File: src/rtl/if_stage.sv
// Instruction-fetch stage: owns the PC, drives instruction memory
// and loads the IF/ID pipeline register.
module if_stage #(
  parameter logic [31:0] RESET_PC   = 32'h0000_0000,
  parameter int          IMEM_WORDS = 128,
  parameter logic [31:0] NOP_INSTR  = 32'h0000_0000
) (
  input  logic        clk,
  input  logic        reset,
  input  logic        stall,
  input  logic        branch_taken,
  input  logic [31:0] branch_target,
  input  logic        jump,
  input  logic [31:0] jump_target,
  output logic        im_rd_en,
  output logic [31:0] im_addr,
  input  logic [31:0] im_instr,
  output logic [31:0] ifid_instr,
  output logic [31:0] ifid_pc4,
  output logic        ifid_valid,
  output logic        fetch_fault,
  output logic [31:0] fault_pc,
  output logic [31:0] fetch_count
);

  localparam logic [29:0] LIMIT = 30'(IMEM_WORDS);

  typedef enum logic {
    FETCH = 1'b0,
    HALT  = 1'b1
  } state_t;

  state_t      state;
  state_t      state_nxt;
  logic [31:0] pc;
  logic [31:0] pc_nxt;
  logic [31:0] pc_plus4;
  logic [31:0] instr_nxt;
  logic [31:0] pc4_nxt;
  logic        valid_nxt;
  logic        fault_nxt;
  logic [31:0] fault_pc_nxt;
  logic [31:0] count_nxt;
  logic        illegal;
  logic        redirect;
  logic [31:0] redirect_pc;

  assign pc_plus4    = pc + 32'd4;
  assign illegal     = (pc[1:0] != 2'b00) || (pc[31:2] >= LIMIT);
  assign redirect    = jump || branch_taken;
  assign redirect_pc = jump ? jump_target : branch_target;

  assign im_addr  = pc;
  assign im_rd_en = (state == FETCH) && !stall;

  always_comb begin
    state_nxt    = state;
    pc_nxt       = pc;
    instr_nxt    = ifid_instr;
    pc4_nxt      = ifid_pc4;
    valid_nxt    = ifid_valid;
    fault_nxt    = fetch_fault;
    fault_pc_nxt = fault_pc;
    count_nxt    = fetch_count;
    if (stall) begin
      // ID re-presents any redirect once the stall clears
      state_nxt = state;
    end else if (redirect) begin
      pc_nxt    = redirect_pc;
      instr_nxt = NOP_INSTR;
      pc4_nxt   = 32'd0;
      valid_nxt = 1'b0;
      state_nxt = FETCH;
    end else if (state == FETCH && illegal) begin
      instr_nxt = NOP_INSTR;
      pc4_nxt   = 32'd0;
      valid_nxt = 1'b0;
      state_nxt = HALT;
      if (!fetch_fault) begin
        fault_nxt    = 1'b1;
        fault_pc_nxt = pc;
      end
    end else if (state == FETCH) begin
      instr_nxt = im_instr;
      pc4_nxt   = pc_plus4;
      valid_nxt = 1'b1;
      pc_nxt    = pc_plus4;
      count_nxt = fetch_count + 32'd1;
    end else begin
      instr_nxt = NOP_INSTR;
      pc4_nxt   = 32'd0;
      valid_nxt = 1'b0;
    end
  end

  always_ff @(posedge clk or posedge reset) begin
    if (reset) begin
      state       <= FETCH;
      pc          <= RESET_PC;
      ifid_instr  <= NOP_INSTR;
      ifid_pc4    <= 32'd0;
      ifid_valid  <= 1'b0;
      fetch_fault <= 1'b0;
      fault_pc    <= 32'd0;
      fetch_count <= 32'd0;
    end else begin
      state       <= state_nxt;
      pc          <= pc_nxt;
      ifid_instr  <= instr_nxt;
      ifid_pc4    <= pc4_nxt;
      ifid_valid  <= valid_nxt;
      fetch_fault <= fault_nxt;
      fault_pc    <= fault_pc_nxt;
      fetch_count <= count_nxt;
    end
  end

endmodule

File: config.mk
export PLATFORM = sky130hd
export DESIGN_NAME = if_stage
export DESIGN_NICKNAME = d
export VERILOG_FILES = /design/src/rtl/if_stage.sv
export SDC_FILE = /design/constraint.sdc
export NUM_CORES = 1
export LEC_CHECK = 0
export CAP_MARGIN = 20
export CORE_ASPECT_RATIO = 1.75
export CORE_MARGIN = 2
export CORE_UTILIZATION = 47
export CTS_BUF_LIST = sky130_fd_sc_hd__clkbuf_16
export DETAILED_ROUTE_END_ITERATION = 12
export PLACE_DENSITY = 0.85
export SYNTH_ARGS = -nofsm -noshare
export SYNTH_HDL_FRONTEND = slang
export SYNTH_SLANG_ARGS = --single-unit
export TNS_END_PERCENT = 5
File: constraint.sdc
create_clock -name clk -period 10.6 [get_ports clk]
set_input_delay 2.12 -clock clk [delete_from_list [all_inputs] [get_ports clk]]
set_output_delay 2.12 -clock clk [all_outputs]
set_load 0.02 [all_outputs]
==> Word level (Yosys, flattened, before mapping) <==
Cells that the tools add are included.
{ "op_classes": {"n_addsub": 2, "magnitude_cmp": 1, "n_eq_ne": 2, "muxes": 15, "bitwise": 5, "reduce_logical": 12} }
{ "op_table": {"columns": ["operator", "count"], "rows": [
  ["two-way mux 32 bit", 10],
  ["adder 32 x 1 -> 32 bit (second input constant)", 1],
  ["adder 32 x 3 -> 32 bit (second input constant)", 1],
  [">= comparator 30 x 8 -> 1 bit (second input constant)", 1],
  ["AND reduction 4 bit", 2],
  ["AND reduction 3 bit", 2],
  ["two-way mux 1 bit", 5],
  ["NOT 1 bit", 5],
  ["nonzero test 2 bit", 2],
  ["logical AND 1 bit", 2],
  ["logical OR 1 bit", 2],
  ["inequality test 2 x 1 -> 1 bit (second input constant)", 1],
  ["inequality test 2 bit (second input constant)", 1],
  ["AND reduction 2 bit", 1],
  ["logical NOT 1 bit", 1]
]} }
{ "word_totals": {"ff_bits": 163, "in_bits": 101, "output_inout_bits": 163} }

==> Logic depth before layout (Yosys ltp) <==
Gate-level depths: netlist of the first run.
{ "logic_depth": {"depth_word": 5, "ltp_mapped": 9, "depth_no_buf": 7} }

==> Least setup slack after synthesis of the first run <==
OpenSTA, ideal clock, no wires.
{ "synth_path": {"path_kind": "in2out", "start": "input stall", "end": "output im_rd_en", "arrival_time_ns": 2.620, "t_required_ns": 8.480, "slack_ns": 5.860, "cell_stages": 2, "path_buffers": 1, "cell_sequence": "buf_2 > nor2_1"} }
{ "synth_via": {"elab_chain_cells": 2} }
{ "synth_lines": {"columns": ["item", "line_no", "source"], "rows": [
  ["start, declared", "10", "input logic stall,"],
  ["logical NOT 1 bit", "54", "assign im_rd_en = (state == FETCH) && !stall;"],
  ["logical AND 1 bit", "54", null],
  ["end, declared", "15", "output logic im_rd_en,"]
]} }
No other way between the ends.

==> Worst setup path in the final report of the first run <==
Same ends and word-level chain as after synthesis.

==> results of run 1 <==
## layer usage
layer  track usage [%]  up-vias  share of wire [%]
li1                  -     2511                  -
met1             28.12     2764                 35
met2             45.75      245                 55
met3             6.818       54                6.3
met4             14.03        0                4.5
met5                 0        -                  0
## worst reg2reg max path: stages (launching register included)
cell	delay, ns
dfrtp_1	0.48
inv_1	0.10
ha_1	0.14
or4b_1	0.49
nor4b_4	0.57
nor3_2	0.20
or3_1	0.38
buf_4	0.29
mux2_2	0.35
## logic make-up (layout without fill, tap and decap cells)
kind of cell | after synthesis | after routing
DFF | 163 | 163
and+or+nand+nor | 157 | 157
AOI/OAI and AO/OA | 112 | 112
buffers and inverters | 49 | 317
xor gates and xnor gates | 37 | 37
muxes | 36 | 36
adders and majority gates | 3 | 3
## sequential cells by signal, indices dropped and copies added (netlist names)
signal       count
fetch_fault      1
state            1
fault_pc        32
ifid_instr      32
fetch_count     32
ifid_pc4        32
ifid_valid       1
im_addr         32
## stage by stage
stage | total power, W | cell area, um2 | utilization (%)
after floorplan | 0.0009032 | 6729 | -
after CTS | 0.001709 | 10100 | 72.63
after detailed placement | 0.001103 | 9519 | 68.45
after global routing | 0.001764 | 10100 | 72.63
after global placement | 0.001093 | 9519 | 68.45
final | 0.001695 | 10100 | 72.63
## layout make-up
class	count	area [um2]	share of cell area (%)
sequential	163	4079	40.38
timing repair buffer	271	2688	26.61
tap	177	221.5	2.192
inverter	14	57.56	0.5698
clock buffer	17	425.4	4.212
multi-input combinational	345	2474	24.49
clock inverter	15	156.4	1.548
## power by group through the flow
stage | Sequential (W) | Clock [W] | Combinational [W]
2_1_floorplan | 0.000806 | 0 | 0.0000973
3_3_place_gp | 0.000744 | 0 | 0.000349
3_5_place_dp | 0.000747 | 0 | 0.000356
4_1_cts | 0.000737 | 0.000614 | 0.000359
5_1_grt | 0.000744 | 0.000643 | 0.000377
6_report | 0.000737 | 0.000603 | 0.000356
## synth_stat cells, types with 16 or more instances
| cell type | number |
|---|---|
| xnor2_1 | 21 |
| nand3_1 | 16 |
| clkbuf_1 | 26 |
| and2_1 | 24 |
| a21oi_1 | 24 |
| mux2_2 | 34 |
| dfrtp_1 | 163 |
| nand2_1 | 25 |
| a22oi_1 | 24 |
| xor2_1 | 16 |
| nor2_1 | 40 |
| a22o_1 | 39 |
## final timing paths
kind                                      start               to  slack, ns  cells after the start
worst min register to register  fetch_count[31]  fetch_count[31]       0.48                      1
min in group asynchronous                 reset     ifid_pc4[27]       2.22                      2
max in group asynchronous                 reset   ifid_instr[29]       6.90                      3
worst max register to register       im_addr[2]     fault_pc[24]       7.48                      8
worst min-delay path            fetch_count[31]  fetch_count[31]       0.48                      1
worst max-delay path                      stall         im_rd_en       4.91                      4
==> results.md, run 1 <==
- CTS Sinks: 163
- Worst path cell trace: buf_2, buf_4, nor2_1, clkdlybuf4s50_1
- Setup crit end kind: output pin
- Clock power frac: 35.6%
- Slew @ Worst Pin: 0.9431 ns
- Worst Path Required: 8.48 ns
- Max-Cap Viols: 0
- Most common cell after layout, fill and taps aside: clkdlybuf4s50_1
- Routability cong.: 0.7997
- Main combinational cell family by area after synthesis: simple AND/OR/NAND/NOR gates
- Commonest non-fill, non-tap cells in the layout: 262 x clkdlybuf4s50_1, 163 x dfrtp_1, 40 x nor2_1
- Max stage delay on crit path: 0.60 ns
- DRC viols: 0
- Routed wire length per instance: 19.55 um
- Area share of fa/ha/maj cells after synthesis: 0.5578%
- Final cell count without fillers: 1002
- Synth unique cells: 45
- Syn Area/Cell: 12.08 um2
- Row Count: 57
- Final Worst Setup Slack: 4.905 ns
- Post-Synth XOR/XNOR Area: 4.816%
- GR Util All Layers: 26.05%
- Die width: 94.45 um
- Clk slew on worst S/H paths: 0.06 ns
- Nets: 916
- Placed cells: 970
- CTS buffer count: 17
- Tmin final: 5.695 ns
- Post-synth EDFFs: 0
- Vias post-DR: 5574
- Fmax: 0.1756 GHz
- Antenna Nets Post-Route: 0
- Yosys top cell by area: dfrtp_1
- Startpoint type of the worst setup path: primary input
- Post-synthesis mux area share: 5.987%
- Via/cell ratio: 5.563
- Vias in the first global route: 5848
- Core ar.: 13910 um2
- Chip height: 162.3 um
- Cell internal pwr: 0.001215 W
- Crit Path Max Fanout: 72
- Area Overhead vs Synth: 50.11%
- Post-Synth Simple-Gate Area: 12.87%
- Top cell type's share of synthesized area: 60.62%
- First-pass GRT wire length: 30.62 mm
- Seq/Total Area, Yosys: 60.62%
- LEAKAGE: 4.352 nW
- Clock skew: 0.01117 ns
- Root Driver: clkbuf_16
- Port Buf Inserts: 263
- Psw: 0.0004800 W
- Worst-Skew Late Latency: 0.42 ns
- # resized after CTS: 0
- Ant diodes: 0
- Fillcell total: 954
- CP max stage cell: clkdlybuf4s50_1
- Arrival time at the worst endpoint: 3.57 ns
- Num ports: 264
- Pwr dens: 167.8 nW/um2
- Pin count of the biggest net entering global routing: 88
- Sequential group share of total power: 43.5%
- RSZ-0062 raised after global routing: no
- Compound-Gate Fraction of Synth Area: 12.24%
- Area contributors post-synth: dfrtp_1 61%, mux2_2 5.7%, a22o_1 5.1%
- Final setup viols: 0
- Crit path kind: primary input to output pin
- Ys async rst share: 100.0%
- TritonCTS clock tree: built
- 1st-iter DRT viols: 313
- Primary FF master, synth: dfrtp_1
- Fin. Hold Viols: 0
- Slew margin rel.: 36.64%
- Wirelength, routed: 19.59 mm
- Synthesized area: 6729 um2
- H-tree Lvls: 4
- HP Class: register to register
- Clock Path Buffers: 2
- Synthesized Nets: 661
- DRT Pass-1 Iters: 4
- Setup TNS: 0 ns
- Logic pwr share: 21.0%
- Seq cells post-synth: 163
- Mapped Cells: 557
- Initial Util: 48.39%
- Slew Limit Fails: 0
- Total global routing overflow: 0
- Yosys warns: 0
- Sw frac: 28.32%
- Critical path's top delay family: buffers and inverters
- DIE AREA: 15330 um2
- Layout cells sized above 1: 10.42%
- Tcrit/Tclk final: 53.72%
- CTS Hold Bufs: 0
- Crit path buffers/inverters: 3
- Worst vdd ir: 125.5 uV
- Status: finished, final reports clean
- Post-DP HPWL: 14.23 mm
- # Post-CTS Setup Buffers: 0
- Dpl ws: 4.946 ns
- Worst hold slack: 0.4847 ns
- Initial antenna violation count: 0
No activity file was read; power rests on OpenSTA's default activity.
==> inputs of run 2 (changes only) <==
Settings changed: CORE_UTILIZATION 47 to 44, PLACE_DENSITY 0.85 to 0.81.
Clock period 10.6 ns to 5.3 ns, I/O delays scaled along.
==> results.md, run 2 (synthesized netlist as in run 1, its figures left out) <==
- Status: finished, final reports clean
- LEAKAGE: 4.371 nW
- Layout cells sized above 1: 10.99%
- Sw frac: 29.45%
- Worst-Skew Late Latency: 0.42 ns
- H-tree Lvls: 4
- Port Buf Inserts: 263
- Pin count of the biggest net entering global routing: 72
- Post-placement cell area: 9548 um2
- Row Count: 59
- Tmin final: 3.657 ns
- Clock skew: 0.01580 ns
- R2R cell count: 8
- Startpoint type of the worst setup path: primary input
- Max-Cap Viols: 0
- Psw: 0.001000 W
- CTS buffer count: 17
- Cell internal pwr: 0.002397 W
- Total global routing overflow: 0
- Vias post-DR: 5570
- Area Overhead vs Synth: 50.43%
- HP Start: fetch_count[31]
- Power, Total: 0.003397 W
- Critical R2R Launch: im_addr[2]
- Chip height: 167.6 um
- Sequential group share of total power: 43.3%
- Post-DP HPWL: 14.43 mm
- # Post-CTS Setup Buffers: 0
- Clock Path Buffers: 2
- Final setup viols: 0
- Fin area: 10120 um2
- Clk slew on worst S/H paths: 0.07 ns
- GR Util All Layers: 24.19%
- Register-to-register setup slack: 2.11 ns
- Initial Util: 45.13%
- Clock power frac: 35.5%
- First-pass GRT wire length: 31.61 mm
- Initial antenna violation count: 0
- 1st-iter DRT viols: 248
- Wirelength, routed: 19.75 mm
- Via/cell ratio: 5.509
- Routability cong.: 0.8248
- Antenna Nets Post-Route: 0
- Routed wire length per instance: 19.54 um
- Ant diodes: 0
- Fin. Hold Viols: 0
- Slew margin rel.: 44.64%
- Arrival time at the worst endpoint: 4.00 ns
- HP Class: register to register
- Setup crit end kind: register
- Crit Path Max Fanout: 10
- Tcrit/Tclk final: 69.00%
- Worst vdd ir: 248.6 uV
- Commonest non-fill, non-tap cells in the layout: 262 x clkdlybuf4s50_1, 163 x dfrtp_1, 40 x nor2_1
- FF-to-FF End: fault_pc[1]
- TritonCTS clock tree: built
- DRC viols: 0
- CTS Sinks: 163
- Crit path kind: primary input to register
- DIE AREA: 16340 um2
- Slew @ Worst Pin: 0.8240 ns
- Vias in the first global route: 5998
- Worst Path Required: 5.64 ns
- DRT Pass-1 Iters: 4
- Fmax: 0.2734 GHz
- Setup TNS: 0 ns
- Hold EP: fetch_count[31]
- CTS Hold Bufs: 0
- Most common cell after layout, fill and taps aside: clkdlybuf4s50_1
- Die width: 97.48 um
- Core ar.: 14910 um2
- Num ports: 264
- Nets: 919
- Worst hold slack: 0.4775 ns
- RSZ-0062 raised after global routing: no
- Worst Hold Path Cells: 1
- Pwr dens: 335.6 nW/um2
- Logic pwr share: 21.2%
- # resized after CTS: 0
- Slew Limit Fails: 0
- Root Driver: clkbuf_16
==> run 2: changes by cell type in the layout (fill, tap and decap cells not counted), sizes merged <==
cell	change
inv	+1
buf	+3
clkinvlp	-2
clkinv	+2
bufinv	-1
==> run 2: cell type report <==
class                      count  area (um2)
fill                        1109        4790
inverter                      14       56.30
clock buffer                  17       425.4
timing repair buffer         274        2710
clock inverter                15       148.9
sequential                   163        4079
tap                          183       229.0
multi-input combinational    345        2474
==> run 2: critical path, stage by stage <==
cell             delay (ns)
clkdlybuf4s50_1        0.40
buf_4                  0.18
or4_1                  0.64
nor4_1                 0.49
or4b_1                 0.72
nor4_4                 0.34
xor2_1                 0.16
==> run 2: power groups by stage <==
stage          Sequential (W)  Combinational, W  Clock [W]
5_1_grt               0.00149          0.000762    0.00128
3_3_place_gp          0.00148          0.000710          0
2_1_floorplan         0.00161          0.000195          0
6_report              0.00147          0.000720    0.00121
3_5_place_dp          0.00149          0.000723          0
4_1_cts               0.00147          0.000727    0.00123
==> run 2: worst max path at each step <==
stage / from / to / slack [ns] / cells after the start
finish: branch_taken / fetch_count[29] / 1.64 / 7
global route: branch_taken / fetch_count[25] / 1.41 / 7
CTS: stall / im_rd_en / 1.67 / 4
detailed placement: branch_taken / fetch_count[25] / 1.24 / 7
global placement: branch_taken / fetch_count[29] / 1.35 / 7
floorplan: stall / fetch_count[26] / 1.99 / 8
==> run 2: layer usage <==
| metal | GRT usage, % | vias to the layer above | wire [um] |
|---|---|---|---|
| met1 | 25.84 | 2795 | 7063 |
| met4 | 10.69 | 0 | 634 |
| li1 | - | 2512 | - |
| met2 | 45.28 | 225 | 11020 |
| met3 | 5.008 | 38 | 1034 |
| met5 | 0 | - | 0 |
==> run 2: metrics by stage <==
step                      utilization (%)  instances  worst slack (ns)
final                               67.88       1011             1.643
after global routing                67.88       1011             1.409
after CTS                           67.88       1011             1.666
after detailed placement            64.03        979             1.242
after global placement              64.03        979             1.348
after floorplan                         -        557             1.989
